<file path="config.mk">
export PLATFORM = sky130hd
export DESIGN_NAME = pc_sequencer
export DESIGN_NICKNAME = d
export VERILOG_FILES = /design/src/rtl/pc_seq_pkg.sv /design/src/rtl/pc_next_reg.sv /design/src/rtl/pc_sequencer.sv
export SDC_FILE = /design/constraint.sdc
export NUM_CORES = 1
export LEC_CHECK = 0
export ABC_AREA = 1
export ABC_CLOCK_PERIOD_IN_PS = 2050
export CORE_MARGIN = 2
export CORE_UTILIZATION = 51
export DETAILED_ROUTE_END_ITERATION = 8
export PLACE_DENSITY = 0.92
export SYNTH_ARGS = -nofsm -noshare
export SYNTH_HDL_FRONTEND = slang
export SYNTH_HIERARCHICAL = 1
export SYNTH_SLANG_ARGS = --single-unit
</file>
<file path="constraint.sdc">
create_clock -name clk -period 2.05 [get_ports clk]
set_input_delay 0.41 -clock clk [delete_from_list [all_inputs] [get_ports clk]]
set_output_delay 0.41 -clock clk [all_outputs]
set_load 0.05 [all_outputs]
</file>
<file path="src/rtl/pc_seq_pkg.sv">
// Shared types and constants for the fetch-stage PC sequencer.
package pc_seq_pkg;

    typedef enum logic [2:0] {
        StBoot,
        StReq,
        StDrain,
        StHold,
        StHalted
    } pc_seq_state_t;

    localparam logic [31:0] INSTR_BYTES = 32'd4;
    localparam logic [31:0] ALIGN_MASK  = 32'hFFFF_FFFC;

endpackage

</file>
<file path="src/rtl/pc_next_reg.sv">
// 32-bit program counter register with load enable.
module pc_next_reg #(
    parameter logic [31:0] RESET_ADDR = 32'h0000_0000
) (
    input  logic        clk,
    input  logic        rst_n,
    input  logic        load,
    input  logic [31:0] d,
    output logic [31:0] q
);

    // PC storage; only changes when the sequencer asks for a new value.
    always_ff @(posedge clk or negedge rst_n) begin
        if (!rst_n) begin
            q <= RESET_ADDR;
        end else if (load) begin
            q <= d;
        end
    end

endmodule

</file>
<file path="src/rtl/pc_sequencer.sv">
// Fetch-stage controller: owns the PC, runs the imem req/ack and decode valid/ready handshakes.
module pc_sequencer
    import pc_seq_pkg::*;
#(
    parameter logic [31:0] RESET_ADDR = 32'h0000_0000
) (
    input  logic        clk,
    input  logic        rst_n,
    output logic        imem_req,
    output logic [31:0] imem_addr,
    input  logic        imem_ack,
    input  logic [31:0] imem_rdata,
    output logic        instr_valid,
    output logic [31:0] instr,
    output logic [31:0] instr_pc,
    input  logic        instr_ready,
    input  logic        redirect_valid,
    input  logic [31:0] redirect_target,
    input  logic        halt,
    input  logic        resume,
    output logic [31:0] pc
);

    pc_seq_state_t state;
    logic [31:0]   redir_pend;
    logic [31:0]   target;
    logic          pc_load;
    logic [31:0]   pc_d;

    assign target    = redirect_target & ALIGN_MASK;
    assign imem_addr = pc;

    pc_next_reg #(
        .RESET_ADDR (RESET_ADDR)
    ) u_pc_reg (
        .clk   (clk),
        .rst_n (rst_n),
        .load  (pc_load),
        .d     (pc_d),
        .q     (pc)
    );

    // Next-PC mux: hold, sequential +4, redirect target or the parked redirect.
    always_comb begin
        pc_load = 1'b0;
        pc_d    = pc;
        unique case (state)
            StReq: begin
                // A redirect without ack must wait in DRAIN so imem_addr stays stable.
                if (redirect_valid && imem_ack) begin
                    pc_load = 1'b1;
                    pc_d    = target;
                end
            end
            StDrain: begin
                // A redirect arriving with the ack is newer than the parked one.
                if (imem_ack) begin
                    pc_load = 1'b1;
                    pc_d    = redirect_valid ? target : redir_pend;
                end
            end
            StHold: begin
                if (redirect_valid) begin
                    pc_load = 1'b1;
                    pc_d    = target;
                end else if (instr_ready) begin
                    pc_load = 1'b1;
                    pc_d    = pc + INSTR_BYTES;
                end
            end
            StHalted: begin
                if (redirect_valid) begin
                    pc_load = 1'b1;
                    pc_d    = target;
                end
            end
            default: ;
        endcase
    end

    // Sequencing FSM with registered handshake outputs and instruction capture.
    always_ff @(posedge clk or negedge rst_n) begin
        if (!rst_n) begin
            state       <= StBoot;
            redir_pend  <= 32'h0;
            instr       <= 32'h0;
            instr_pc    <= RESET_ADDR;
            imem_req    <= 1'b0;
            instr_valid <= 1'b0;
        end else begin
            unique case (state)
                StBoot: begin
                    state    <= StReq;
                    imem_req <= 1'b1;
                end
                StReq: begin
                    if (redirect_valid) begin
                        if (!imem_ack) begin
                            redir_pend <= target;
                            state      <= StDrain;
                        end
                    end else if (imem_ack) begin
                        instr       <= imem_rdata;
                        instr_pc    <= pc;
                        state       <= StHold;
                        imem_req    <= 1'b0;
                        instr_valid <= 1'b1;
                    end
                end
                StDrain: begin
                    if (redirect_valid) begin
                        redir_pend <= target;
                    end
                    if (imem_ack) begin
                        state <= StReq;
                    end
                end
                StHold: begin
                    if (redirect_valid || instr_ready) begin
                        instr_valid <= 1'b0;
                        if (instr_ready && halt) begin
                            state <= StHalted;
                        end else begin
                            state    <= StReq;
                            imem_req <= 1'b1;
                        end
                    end
                end
                StHalted: begin
                    if (resume) begin
                        state    <= StReq;
                        imem_req <= 1'b1;
                    end
                end
                default: begin
                    state       <= StBoot;
                    imem_req    <= 1'b0;
                    instr_valid <= 1'b0;
                end
            endcase
        end
    end

endmodule

</file>
==> impl_results.md <==
- # DRC: 0
- Setup Viol. Count Final: 0
- GRT Total Usage: 32.6%
- Crit-path leading delay family: buffers and inverters
- Crit-path slowest cell: clkdlybuf4s50_1
- Crit path max fanout: 2
- Combinational fraction of design power: 63.0%
- Sw Share: 52.2%
- Crit Path Class: reg2out
- DRT iter0 DRCs: 1399
- Core Box Area: 0.0160 mm²
- Clk network pwr share: 14.9%
- Headroom to the max-slew limit: 63.5%
- Largest net degree at the start of global routing: 52
- Internal Power: 10.5 mW
- Final Power: 22.1 mW
- WL met1: 10.7 mm
- RSZ-0062 raised after global routing: true
- DRT Pass-1 Iters: 7
- Synth Net Count: 1210
- Clock root buffer master: clkbuf_16
- Worst reg-to-reg path cell count: 9
- Post-synth EDFFs: 0
- Top layer used by detailed routing: met4
- Met2 routed WL: 13.8 mm
- Cells after synthesis: 1138
- Port Buffers: 198
- WHS: 0.481 ns
- Mapped Avg Cell Area: 7.38 µm²
- Critical path capture point type: primary output
- Avg Vias per Cell: 5.85
- Final hold vios: 0
- Sequential power share: 22.1%
- Clock Skew: 0.00787 ns
- Fin crit period: 2.05 ns
- Initial antenna violation count: 0
- Diodes inserted: 0
- H-Tree Depth: 4
- Total die area: 0.0175 mm²
- Levels on crit path: 1
- Async SR Flop Fraction: 100%
- DR WL/cell: 18.1 µm
- Pwr/cell area: 1890 mW/mm²
- Max-slew violations: 0
- Num CTS Buffers: 17
- Worst Hold Class: in2async
- Worst setup SP type: flop
- WP data arrival: 1.64 ns
- WP data required: 1.64 ns
- Worst-Margin Slew: 0.545 ns
- Most common flop cell mapped by yosys: dfrtp_1
- Ratio of cells with drive above 1 in the final layout: 21.7%
- Status: finished clean
- Clock-pin transition on the worst setup and hold timing paths: 0.06 ns
- Buf/Inv on CP: 1
- Area grow syn2layout: 39.3%
- Grt ovf: 0
- Crit-path cells: clkdlybuf4s50_1
- Worst path max stage delay: 0.84 ns
- Ports: 201
- Seq/Total Area, Yosys: 39.6%
- Met3 WL post-DR: 3.39 mm
- Worst IR Drop VDD: 0.000901 V
- Switch Pwr: 11.5 mW
- Dpl cell area: 0.0110 mm²
- Vias: 9488
- First-pass GRT wire length: 45.5 mm
- Clk sinks: 133
- CTS tree: done
- Worst-skew pair later-pin latency: 0.43 ns
- Vias in the first global route: 9026
- Yosys cell types: 46
- Die H: 132 µm
- #FFs+latches synth: 133
- Nets: 1466
- Final Cycle Share: 99.8%
- Placer Congestion: 0.986
- Row cnt: 46
- Post-DP HPWL: 20.8 mm
- Yosys warns: 6
- CTS Buffer Depth: 2
- Design Area, Final: 0.0117 mm²
- Final wirelength: 29.3 mm
- Fmax: 0.489 GHz
- Number of max-cap violations: 0
- P_leak: 5.52 nW
- Initial Util: 52.5%
- Synthesized cell area: 0.00840 mm²
- Final setup margin: 0.00474 ns
- Pre-CTS setup slack: -0.214 ns
- Die width: 132 µm
- Antenna-violating nets left: 0
-- layer usage --
layer  up-vias  global-route usage (%)
met5         -                       0
met4         0                    17.6
met3       156                    6.54
met2       733                    53.7
met1      4337                    40.4
li1       4262                       -
-- cells in the final DEF (no fill, tap or decap), types with 17 or more instances in the layout --
master           count
a21oi_1             57
a31oi_1             27
buf_4              178
clkbuf_16           17
clkdlybuf4s50_1    129
dfrtp_1            129
inv_1               83
mux2_2              34
nand2_1            327
nand3_1             38
nor2_1             122
o211ai_1            17
o21ai_0             94
-- path summary, 6_finish.rpt --
check | slack [ns] | to | startpoint
max in group asynchronous | 0.92 | u_pc_reg/q[2] | rst_n
hold reg to reg | 0.49 | instr_pc[31] | instr_pc[31]
min in group clk | 0.49 | instr_pc[31] | instr_pc[31]
setup / recovery | 0.005 | instr_pc[6] | instr_pc[6]
hold / removal | 0.48 | instr_pc[26] | rst_n
setup reg to reg | 0.07 | instr_pc[6] | state[0]
-- final cells by class --
type,count,area (µm²)
fill,1166,4300
multi-input combinational,827,4180
sequential,133,3330
timing repair buffer,326,2940
clock buffer,17,425
inverter,89,347
tap,216,270
clock inverter,15,204
-- cell families after synthesis --
| group | Yosys count | share of synthesized area (%) |
|---|---|---|
| simple gates | 546 | 27.2 |
| compound gates | 239 | 16.6 |
| buf+inv | 178 | 11.2 |
| flops | 133 | 39.6 |
| mux | 34 | 4.56 |
| xor+xnor | 7 | 0.730 |
| fa+ha+maj | 1 | 0.149 |
-- synth_stat cells, types with 4 or more instances --
| cell | n | share of area [%] |
|---|---|---|
| clkbuf_1 | 7 | 0.31 |
| nand4_1 | 13 | 0.97 |
| inv_1 | 83 | 3.7 |
| buf_4 | 39 | 3.5 |
| nand3_1 | 39 | 2.3 |
| a31oi_1 | 27 | 2.0 |
| buf_6 | 4 | 0.54 |
| o21ai_1 | 6 | 0.36 |
| a211oi_1 | 8 | 0.72 |
| nand2_2 | 19 | 1.4 |
| nor2_2 | 5 | 0.37 |
| nor3_1 | 6 | 0.36 |
| o22ai_1 | 9 | 0.67 |
| nor2_4 | 5 | 0.67 |
| xor2_1 | 7 | 0.73 |
| a221oi_1 | 12 | 1.3 |
| buf_2 | 29 | 1.7 |
| dfrtp_1 | 133 | 40 |
| o21ai_0 | 94 | 5.6 |
| nor2_1 | 123 | 5.5 |
| a21oi_1 | 57 | 3.4 |
| nand2_1 | 328 | 15 |
| mux2_2 | 34 | 4.6 |
| inv_2 | 5 | 0.22 |
| o211ai_1 | 17 | 1.5 |
-- power by group through the flow --
stage                     Sequential [mW]  Combinational [mW]  Clock, mW
after floorplan                      7.88                6.15          0
after global placement               4.79                13.2          0
after detailed placement             4.87                13.5          0
after CTS                            4.84                13.6       3.30
after global routing                 5.00                14.6       3.40
final                                4.88                13.9       3.29
-- stage by stage --
step,TNS (ns),utilization [%],cells
detailed placement,-8.89,68.5,1586
global route,-0.130,73.1,1623
global placement,-5.46,68.5,1586
CTS,0,72.5,1619
finish,0,73.1,1623
floorplan,0,-,1138
-- sequential cells by signal, summed over array words and instances, names as in the netlist --
register,cells
instr,32
instr_pc,32
redir_pend,32
u_pc_reg/q,32
state,3
imem_req,1
instr_valid,1
-- repair_timing --
item / CTS / global route
resized for setup: 3 / 16
hold buffers: 1 / 0
setup endpoints to repair: 3 / 37
hold endpoints to repair: 46 / 0
pin swaps: 0 / 3
setup buffers: 0 / 4
No activity file was read; power rests on OpenSTA's default activity.
